===== src/rtl/muxn_pipe_arb_if.sv =====
// Producer/consumer bundle for muxn_pipe_arb: per-channel inputs, select controls, registered output.
// master = producers and consumer side, slave = the selector itself.
interface muxn_pipe_arb_if #(
  parameter int WIDTH  = 32,
  parameter int NUM_IN = 5,
  parameter int SEL_W  = 3
);
  logic                      mode;
  logic [SEL_W-1:0]          select;
  logic [NUM_IN*WIDTH-1:0]   in_data;
  logic [NUM_IN-1:0]         in_valid;
  logic [NUM_IN-1:0]         in_ready;
  logic [WIDTH-1:0]          out_data;
  logic [SEL_W-1:0]          out_chan;
  logic                      out_valid;
  logic                      out_ready;
  logic                      sel_err;

  modport master (
    output mode, select, in_data, in_valid, out_ready,
    input  in_ready, out_data, out_chan, out_valid, sel_err
  );

  modport slave (
    input  mode, select, in_data, in_valid, out_ready,
    output in_ready, out_data, out_chan, out_valid, sel_err
  );
endinterface


===== src/rtl/muxn_pipe_arb.sv =====
// N-input selector (explicit select or round-robin) feeding one registered output word.
// Latency 1 clk input->output; full throughput; out_ready low holds the word and drops all in_ready.
module muxn_pipe_arb #(
  parameter int WIDTH  = 32,
  parameter int NUM_IN = 5,
  parameter int SEL_W  = 3
) (
  input  logic             clk,
  input  logic             rst,
  muxn_pipe_arb_if.slave   bus
);
  localparam int             IDX_W    = SEL_W + 1;
  localparam int             NSEL     = 1 << SEL_W;
  localparam logic [SEL_W:0] NUM_IN_X = IDX_W'(NUM_IN);

  typedef struct packed {
    logic [SEL_W-1:0] chan;
    logic [WIDTH-1:0] data;
  } word_t;

  word_t             held;
  logic              held_vld;
  logic              err_q;
  logic [SEL_W-1:0]  rr_ptr;

  logic              load_en;
  logic              sel_in_range;
  logic              sel_bad;
  logic              gnt_vld;
  logic [SEL_W-1:0]  gnt;
  logic [WIDTH-1:0]  gnt_word;
  logic [NUM_IN-1:0] ready_c;
  logic [NSEL-1:0]   vld_ext;

  // Pad valids to the full select range so an out-of-range index reads 0, never X.
  assign vld_ext      = NSEL'(bus.in_valid);
  assign load_en      = !held_vld || bus.out_ready;
  assign sel_in_range = {1'b0, bus.select} < NUM_IN_X;
  assign sel_bad      = !bus.mode && load_en && !sel_in_range;

  always_comb begin : grant_c
    logic [SEL_W:0] idx;
    idx     = '0;
    gnt_vld = 1'b0;
    gnt     = '0;
    if (!bus.mode) begin
      if (sel_in_range && vld_ext[bus.select]) begin
        gnt_vld = 1'b1;
        gnt     = bus.select;
      end
    end else begin
      // Scan from the far end back so the channel closest to rr_ptr wins.
      for (int k = NUM_IN - 1; k >= 0; k--) begin
        idx = {1'b0, rr_ptr} + IDX_W'(k);
        if (idx >= NUM_IN_X) idx = idx - NUM_IN_X;
        if (vld_ext[idx[SEL_W-1:0]]) begin
          gnt_vld = 1'b1;
          gnt     = idx[SEL_W-1:0];
        end
      end
    end
  end

  always_comb begin
    gnt_word = '0;
    ready_c  = '0;
    for (int i = 0; i < NUM_IN; i++) begin
      if (gnt == SEL_W'(i)) gnt_word = bus.in_data[i*WIDTH +: WIDTH];
      ready_c[i] = !rst && load_en && gnt_vld && (gnt == SEL_W'(i));
    end
  end

  always_ff @(posedge clk) begin
    if (rst) begin
      held     <= '0;
      held_vld <= 1'b0;
      err_q    <= 1'b0;
      rr_ptr   <= '0;
    end else begin
      err_q <= sel_bad;
      if (gnt_vld && load_en) begin
        held.data <= gnt_word;
        held.chan <= gnt;
        held_vld  <= 1'b1;
        if (bus.mode)
          rr_ptr <= (gnt == SEL_W'(NUM_IN - 1)) ? '0 : gnt + SEL_W'(1);
      end else if (bus.out_ready) begin
        held_vld <= 1'b0;
      end
    end
  end

  assign bus.in_ready  = ready_c;
  assign bus.out_data  = held.data;
  assign bus.out_chan  = held.chan;
  assign bus.out_valid = held_vld;
  assign bus.sel_err   = err_q;
endmodule


===== src/flat_wrapper.sv =====
// flat-port wrapper written by rule: the top's interface ports become plain ports
module muxn_pipe_arb_flat 
#(
  parameter int WIDTH  = 32,
  parameter int NUM_IN = 5,
  parameter int SEL_W  = 3
)
  (clk, rst, bus_mode, bus_select, bus_in_data, bus_in_valid, bus_out_ready, bus_in_ready, bus_out_data, bus_out_chan, bus_out_valid, bus_sel_err);
  muxn_pipe_arb_if #(.WIDTH(WIDTH), .NUM_IN(NUM_IN), .SEL_W(SEL_W)) bus_i ();
  input  logic clk;
  input  logic rst;
  input wire logic [$bits(bus_i.mode)-1:0] bus_mode;
  input wire logic [$bits(bus_i.select)-1:0] bus_select;
  input wire logic [$bits(bus_i.in_data)-1:0] bus_in_data;
  input wire logic [$bits(bus_i.in_valid)-1:0] bus_in_valid;
  input wire logic [$bits(bus_i.out_ready)-1:0] bus_out_ready;
  output wire logic [$bits(bus_i.in_ready)-1:0] bus_in_ready;
  output wire logic [$bits(bus_i.out_data)-1:0] bus_out_data;
  output wire logic [$bits(bus_i.out_chan)-1:0] bus_out_chan;
  output wire logic [$bits(bus_i.out_valid)-1:0] bus_out_valid;
  output wire logic [$bits(bus_i.sel_err)-1:0] bus_sel_err;
  assign bus_i.mode = bus_mode;
  assign bus_i.select = bus_select;
  assign bus_i.in_data = bus_in_data;
  assign bus_i.in_valid = bus_in_valid;
  assign bus_i.out_ready = bus_out_ready;
  assign bus_in_ready = bus_i.in_ready;
  assign bus_out_data = bus_i.out_data;
  assign bus_out_chan = bus_i.out_chan;
  assign bus_out_valid = bus_i.out_valid;
  assign bus_sel_err = bus_i.sel_err;
  muxn_pipe_arb #(.WIDTH(WIDTH), .NUM_IN(NUM_IN), .SEL_W(SEL_W)) u_core (.clk(clk), .rst(rst), .bus(bus_i));
endmodule

===== config.mk =====
export PLATFORM = sky130hd
export DESIGN_NAME = muxn_pipe_arb_flat
export DESIGN_NICKNAME = d
export VERILOG_FILES = /design/src/rtl/muxn_pipe_arb_if.sv /design/src/rtl/muxn_pipe_arb.sv /design/src/flat_wrapper.sv
export SDC_FILE = /design/constraint.sdc
export NUM_CORES = 1
export LEC_CHECK = 0
export BUFFER_PORTS_ARGS = -buffer_cell sky130_fd_sc_hd__buf_2
export CAP_MARGIN = 20
export CORE_MARGIN = 4
export CORE_UTILIZATION = 39
export DETAILED_ROUTE_END_ITERATION = 8
export GPL_ROUTABILITY_DRIVEN = 0
export PLACE_DENSITY = 0.78
export SLEW_MARGIN = 20
export SYNTH_ARGS = -nofsm -noshare
export SYNTH_HDL_FRONTEND = slang
export SYNTH_SLANG_ARGS = --single-unit

===== constraint.sdc =====
create_clock -name clk -period 6.6 [get_ports clk]
set_input_delay 0.99 -clock clk [delete_from_list [all_inputs] [get_ports clk]]
set_output_delay 0.99 -clock clk [all_outputs]
set_load 0.01 [all_outputs]

-- Word-level counts from Yosys, hierarchy flattened
Index checks and enable logic that the tools add are counted.
- RAM bits: 0
- ROM bits: 0
- word-level logic and storage cells: 94
- memories kept: 0
- output and inout port bits: 42
- bits of input ports: 172
- bits in registers: 40
- bits in latches: 0
- reduce and logical (&&, ||, !) cells: 19
- bitwise logic cells: 0
- add/subtract/negate cells: 10
- equality and inequality tests: 4
- muxes and demuxes: 44
- shifts and indexed selects: 0
- $mul: 0
- order comparisons: 12
- divide/modulo/power cells: 0
- operators with widths (operator ; number):
    32-bit two-way mux ; 5
    3-bit two-way mux ; 18
    3-bit by 4-bit < comparator with 1-bit output, second input constant ; 6
    1-bit binary-select mux with 3-bit select ; 6
    4-bit by 3-bit greater-or-equal comparator with 1-bit output, second input constant ; 4
    1-bit two-way mux ; 15
    3-bit subtractor, second input constant ; 5
    1-bit logical AND ; 11
    3-bit by 2-bit adder with 4-bit output, second input constant ; 2
    3-bit by 2-bit == test with 1-bit output, second input constant ; 2
    3-bit by 1-bit adder with 4-bit output, second input constant ; 1
    3-bit by 3-bit adder with 4-bit output, second input constant ; 1
    1-bit logical NOT ; 4
    3-bit by 1-bit adder with 3-bit output, second input constant ; 1
    3-bit by 1-bit == test with 1-bit output, second input constant ; 1
    3-bit == test, second input constant ; 1
    3-bit greater-or-equal comparator, second input constant ; 1
    3-bit logical NOT ; 1
    3-bit < comparator, second input constant ; 1
    2-bit AND reduction ; 1
    2-bit nonzero test ; 1
    1-bit logical OR ; 1

-- Longest topological paths before layout
- depth in word-level cells: 18
- gate-level depth with buffers: 24
- depth with buffers taken out: 20

-- Worst setup path before layout
Ideal clock, no wire load.
- path type: register to output
- start: register u_core.rr_ptr[0]
- end: output bus_in_ready[3]
- setup slack: 1.436 ns
- path buffers: 5
- arrival time: 4.174 ns
- required time: 5.610 ns
- stages on the path, launching flop included: 19
- path through: dfxtp_1 inv_2 buf_2 ha_1 buf_6 mux2_1 mux4_2 and2_1 buf_6 nor4_4 o21ai_1 o311a_1 or2_1 inv_1 ha_1 ha_1 clkbuf_1 clkbuf_1 and2_1
- cells in the longest elaborated chain, start to end: 14
- elaborated cells on any way between the ends: 49
- those cells by class: add/sub: 9; order compare: 5; eq/ne: 1; mux: 32; reduce/logical: 2
- ends and longest elaborated chain (element ; line ; RTL):
    start: declaration ; muxn_pipe_arb.sv:24 ; logic [SEL_W-1:0] rr_ptr;
    start signal: assignment ; muxn_pipe_arb.sv:86 ; rr_ptr <= (gnt == SEL_W'(NUM_IN - 1)) ? '0 : gnt + SEL_W'(1);
    3-bit by 3-bit adder with 4-bit output ; muxn_pipe_arb.sv:54 ; idx = {1'b0, rr_ptr} + IDX_W'(k);
    4-bit by 3-bit greater-or-equal comparator with 1-bit output or 3-bit subtractor (tied branches) ; muxn_pipe_arb.sv:55 ; if (idx >= NUM_IN_X) idx = idx - NUM_IN_X;
    3-bit two-way mux ; muxn_pipe_arb.sv:55 ;
    3-bit two-way mux ; muxn_pipe_arb.sv:46 ; if (!bus.mode) begin
    1-bit binary-select mux with 3-bit select ; muxn_pipe_arb.sv:56 ; if (vld_ext[idx[SEL_W-1:0]]) begin
    1-bit two-way mux (implied by the code) ; muxn_pipe_arb.sv:56 ;
    3-bit two-way mux (4 in series) ; muxn_pipe_arb.sv:56 ;
    3-bit two-way mux * ; muxn_pipe_arb.sv:56 ;
    3-bit two-way mux * ; muxn_pipe_arb.sv:46 ;
    via u_core.gnt[0] ; muxn_pipe_arb.sv:30 ; logic [SEL_W-1:0] gnt;
    3-bit by 2-bit == test with 1-bit output * ; muxn_pipe_arb.sv:69 ; ready_c[i] = !rst && load_en && gnt_vld && (gnt == SEL_W'(i));
    1-bit logical AND * ; muxn_pipe_arb.sv:69 ;
    end: declaration ; flat_wrapper.sv:17 ; output wire logic [$bits(bus_i.in_ready)-1:0] bus_in_ready;
Mark *: on every way through the listed nets, which the timed path passes. The rest lies on a longest branch. The select of a mux whose other input is x is not followed.

-- Final worst setup path
- start: register u_core.rr_ptr[0]
- end: output bus_in_ready[2]
- cells in the longest elaborated chain, start to end: 14
- elaborated cells on any way between the ends: 49
- those cells by class: add/sub: 9; order compare: 5; eq/ne: 1; mux: 32; reduce/logical: 2
- ends and longest elaborated chain (element ; line):
    3-bit by 3-bit adder with 4-bit output ; muxn_pipe_arb.sv:54
    4-bit by 3-bit greater-or-equal comparator with 1-bit output or 3-bit subtractor (tied branches) ; muxn_pipe_arb.sv:55
    3-bit two-way mux ; muxn_pipe_arb.sv:55
    3-bit two-way mux ; muxn_pipe_arb.sv:46
    1-bit binary-select mux with 3-bit select ; muxn_pipe_arb.sv:56
    1-bit two-way mux (implied by the code) ; muxn_pipe_arb.sv:56
    3-bit two-way mux or 1-bit two-way mux (tied branches) (5 in series) ; muxn_pipe_arb.sv:56
    3-bit two-way mux or 1-bit two-way mux (tied branches) ; muxn_pipe_arb.sv:46
    3-bit by 2-bit == test with 1-bit output or 1-bit logical AND (tied branches) ; muxn_pipe_arb.sv:69
    1-bit logical AND * ; muxn_pipe_arb.sv:69
Mark *: on every way between the ends. The rest lies on a longest branch, timed or not. The select of a mux whose other input is x is not followed.

==> summary.md <==
| Metric | Value |
|---|---|
| FF-to-FF Start | `u_core.rr_ptr[1]$_SDFFE_PP0P_` |
| Top-area cell type share of the netlist area | `between 10% and 20%` |
| Type of origin of the critical path | `register` |
| Clock-pin slew on the worst setup and hold paths | `roughly 0.10 ns` |
| DPL Wire Length | `12800 um` |
| Clk sinks | `40` |
| Area after DPL | `approximately 5300 um2` |
| Main synth FF type | `dfxtp_1` |
| PwrDens | `371 nW/um2` |
| R2R cell count | `19` |
| Mapped Area | `around 4200 um2` |
| Fin nets | `about 940` |
| Fmax | `roughly 180 MHz` |
| Area Growth Syn to Fin | `27.9%` |
| First-pass GRT wire length | `25000 um` |
| Flop pwr share | `18.2%` |
| Classification of the worst setup path | `register to output port` |
| Die H | `112 um` |
| Tmin final | `~5.5 ns` |
| Hold Fails Final Rpt | `0` |
| Layout cell share with drive strength beyond 1 | `38.2%` |
| Hold Crit Class | `register to register` |
| Vias per cell | `about 5.8` |
| Routed Antenna Nets | `0` |
| Worst slack at placement | `1.48 ns` |
| Clock network power share | `11.1%` |
| Net Sw Frac | `around half` |
| Mapped Cells | `569` |
| Routed wire length | `~16000 um` |
| Psw | `about 1 mW` |
| Vias in the first global route | `between 4k and 5k` |
| Top cell family by delay on the critical path | `compound AO/OA/AOI/OAI gates` |
| CP Capture Type | `output port` |
| Worst path arrival time | `4.51 ns` |
| GRT Total Usage | `24.1%` |
| Least-Margin Pin Slew | `approximately 0.67 ns` |
| CTS Buf Count | `5` |
| Critical Path Sink | `bus_in_ready[2]` |
| Setup Viol. Count Final | `0` |
| Final instance area | `between 5000 and 6000 um2` |
| Yosys cell types | `slightly below 80` |
| Initial antenna violation count | `1` |
| Internal | `approximately 1.0 mW` |
| I/O Pins | `roughly 210` |
| WP buf/inv | `5` |
| DRT Pass-1 Iters | `7` |
| Vias | `between 5k and 6k` |
| Max Clock Skew | `roughly 0.0087 ns` |
| WL/cell | `roughly 18 um` |
| Largest net degree at the start of global routing | `67` |
| Resize count post-CTS | `0` |
| TNS Setup | `0 ns` |
| Ant. Diodes | `0` |
| Grt ovf | `0` |
| Post-Syn Nets | `between 700 and 800` |
| Total of max-cap violations | `0` |
| Logic pwr share | `around 71%` |
| Fraction of registers with async set/reset | `0%` |
| CP max stage delay | `between 0.5 and 0.6 ns` |
| Max clock buf depth | `2` |
| Status | `complete, no violations` |
| Seq/Total Area, Yosys | `18.9%` |
| Setup Buffers After CTS | `0` |
| CTS tree | `built` |
| Chip width | `~110 um` |
| Hold-fix buffers, CTS | `0` |
| Yosys warning total | `0` |
| Initial DRC count | `470` |
| Number of synthesized flops with an enable pin | `0` |
| #FFs+latches synth | `40` |
| Clock Root Buffer | `clkbuf_8` |
| Fin crit share | `between 80% and 90%` |
| Die area | `12600 um2` |
| Synth area leaders | `dfxtp_1, a21oi_1, nor2_1` |
| Syn avg cell area | `around 7.4 um2` |
| Fin. max-slew vios | `0` |
| P_leak | `2.48 nW` |
| Residual DRC | `0` |
| Post-synth top area cell | `dfxtp_1` |
| Slew HR | `roughly 55%` |
| PortBufs | `approximately 210` |
| Worst-path cell chain | `inv_2, buf_4, ha_1, inv_1, fa_1, nor2_1, a2bb2oi_1, a21boi_1, o21ai_0, and3_1, a41oi_2, nand2_1, nor2_2, buf_4, and3_1, buf_2` |
| Worst-case vdd ir drop | `approximately 0.17 mV` |
| CTS H-tree depth | `2` |
| RSZ-0062 raised after global routing | `false` |
| Largest fanout on the critical path | `17` |
| CP startpoint | `u_core.rr_ptr[0]$_SDFFE_PP0P_` |
| Core box area | `approximately 10000 um2` |
| Initial core utilization | `40.5%` |
| Worst R2R End | `u_core.bus.out_data[8]$_SDFFE_PP0P_` |
| Crit. path cell count | `16` |
| Final WS setup | `roughly 1.1 ns` |
| Slowest stage cell, crit path | `fa_1` |
| Core Util, Final | `between 50% and 60%` |
| Tot Pwr | `around 2.0 mW` |
| R2R setup slack | `approximately 1.4 ns` |
| Clock latency on the worst-skew pair | `a little over 0.3 ns` |
| Crit path required time | `about 5.6 ns` |
| Std-Cell Rows | `37` |
## cell families (layout without fill, tap and decap cells)
group / count (synthesis) / in the layout / share of synthesized area (%)
buffers and inverters: 71 / 253 / 8.36
multiplexers: 9 / 9 / 2.92
XOR/XNOR: 4 / 4 / 0.827
AO/OA/AOI/OAI: 207 / 207 / 37.1
flip-flops: 40 / 40 / 18.9
AND/OR/NAND/NOR: 223 / 223 / 27.3
adder cells (fa/ha/maj): 15 / 15 / 4.61
## Yosys cell counts, types with 9 or more instances
| cell type | instances |
|---|---|
| a21oi_1 | 55 |
| inv_1 | 16 |
| nand3b_1 | 11 |
| dfxtp_1 | 40 |
| a22oi_1 | 23 |
| o211ai_1 | 27 |
| ha_1 | 14 |
| nor2_1 | 71 |
| buf_2 | 13 |
| o21ai_0 | 14 |
| clkbuf_1 | 24 |
| a32o_1 | 22 |
| or2_2 | 17 |
| nand2_1 | 50 |
| nand3_1 | 9 |
## power by group through the flow
stage / clock (mW) / combinational [mW] / sequential [mW]
after global routing: 0.233 / 1.57 / 0.374
after floorplan: 0 / 1.01 / 0.406
final: 0.222 / 1.42 / 0.366
after global placement: 0 / 1.39 / 0.368
after CTS: 0.223 / 1.41 / 0.365
after detailed placement: 0 / 1.41 / 0.371
## worst min path at each step
stage / start / end / slack, ns / cells past startpoint
floorplan: u_core.bus.out_chan[1]$_SDFFE_PP0P_ / u_core.bus.out_chan[1]$_SDFFE_PP0P_ / 0.49 / 1
global placement: u_core.bus.out_chan[1]$_SDFFE_PP0P_ / u_core.bus.out_chan[1]$_SDFFE_PP0P_ / 0.44 / 1
detailed placement: u_core.bus.out_chan[1]$_SDFFE_PP0P_ / u_core.bus.out_chan[1]$_SDFFE_PP0P_ / 0.45 / 1
CTS: u_core.bus.out_chan[1]$_SDFFE_PP0P_ / u_core.bus.out_chan[1]$_SDFFE_PP0P_ / 0.47 / 1
global route: u_core.bus.out_data[20]$_SDFFE_PP0P_ / u_core.bus.out_data[20]$_SDFFE_PP0P_ / 0.49 / 1
finish: u_core.bus.out_data[0]$_SDFFE_PP0P_ / u_core.bus.out_data[0]$_SDFFE_PP0P_ / 0.47 / 1
## state kept, by name, summed over array words and instances (netlist names)
name	cells
u_core.bus.out_chan	3
u_core.rr_ptr	3
u_core.bus.out_data	32
u_core.bus.sel_err	1
u_core.bus.out_valid	1
## metal layers
| layer | GRT usage [%] | part of all wire [%] | wire length (um) | vias to the layer above |
|---|---|---|---|---|
| met5 | 0 | 0.081 | 13 | - |
| met4 | 9.13 | 3.9 | 626 | 2 |
| met3 | 4.91 | 9.1 | 1460 | 48 |
| met2 | 38.5 | 46 | 7410 | 301 |
| met1 | 31.9 | 41 | 6580 | 2291 |
| li1 | - | - | - | 2462 |
## layout make-up
class / count / area (um2)
Tap cell: 136 / 170
Fill cell: 1097 / 5040
Clock buffer: 5 / 68.8
Clock inverter: 3 / 46.3
Multi-Input combinational cell: 458 / 3090
Sequential cell: 40 / 801
Timing Repair Buffer: 228 / 1180
Inverter: 17 / 63.8
## placed cells by master (no fill, tap or decap), types with 9 or more instances in the layout
master	synthesis	final
nand3_1	9	9
nand2_1	50	50
nand3b_1	11	11
or2_2	17	17
o211ai_1	27	27
buf_4	5	15
dfxtp_1	40	40
a21oi_1	55	55
a32o_1	22	22
o21ai_0	14	14
buf_2	13	213
inv_1	16	16
nor2_1	71	71
ha_1	14	13
a22oi_1	23	23
## metrics by stage
stage	hold slack [ns]	cells
after CTS	0.471	887
after floorplan	0.492	569
after global placement	0.439	879
after global routing	0.485	887
after detailed placement	0.447	879
final	0.468	887
No activity file was read; power rests on OpenSTA's default activity.
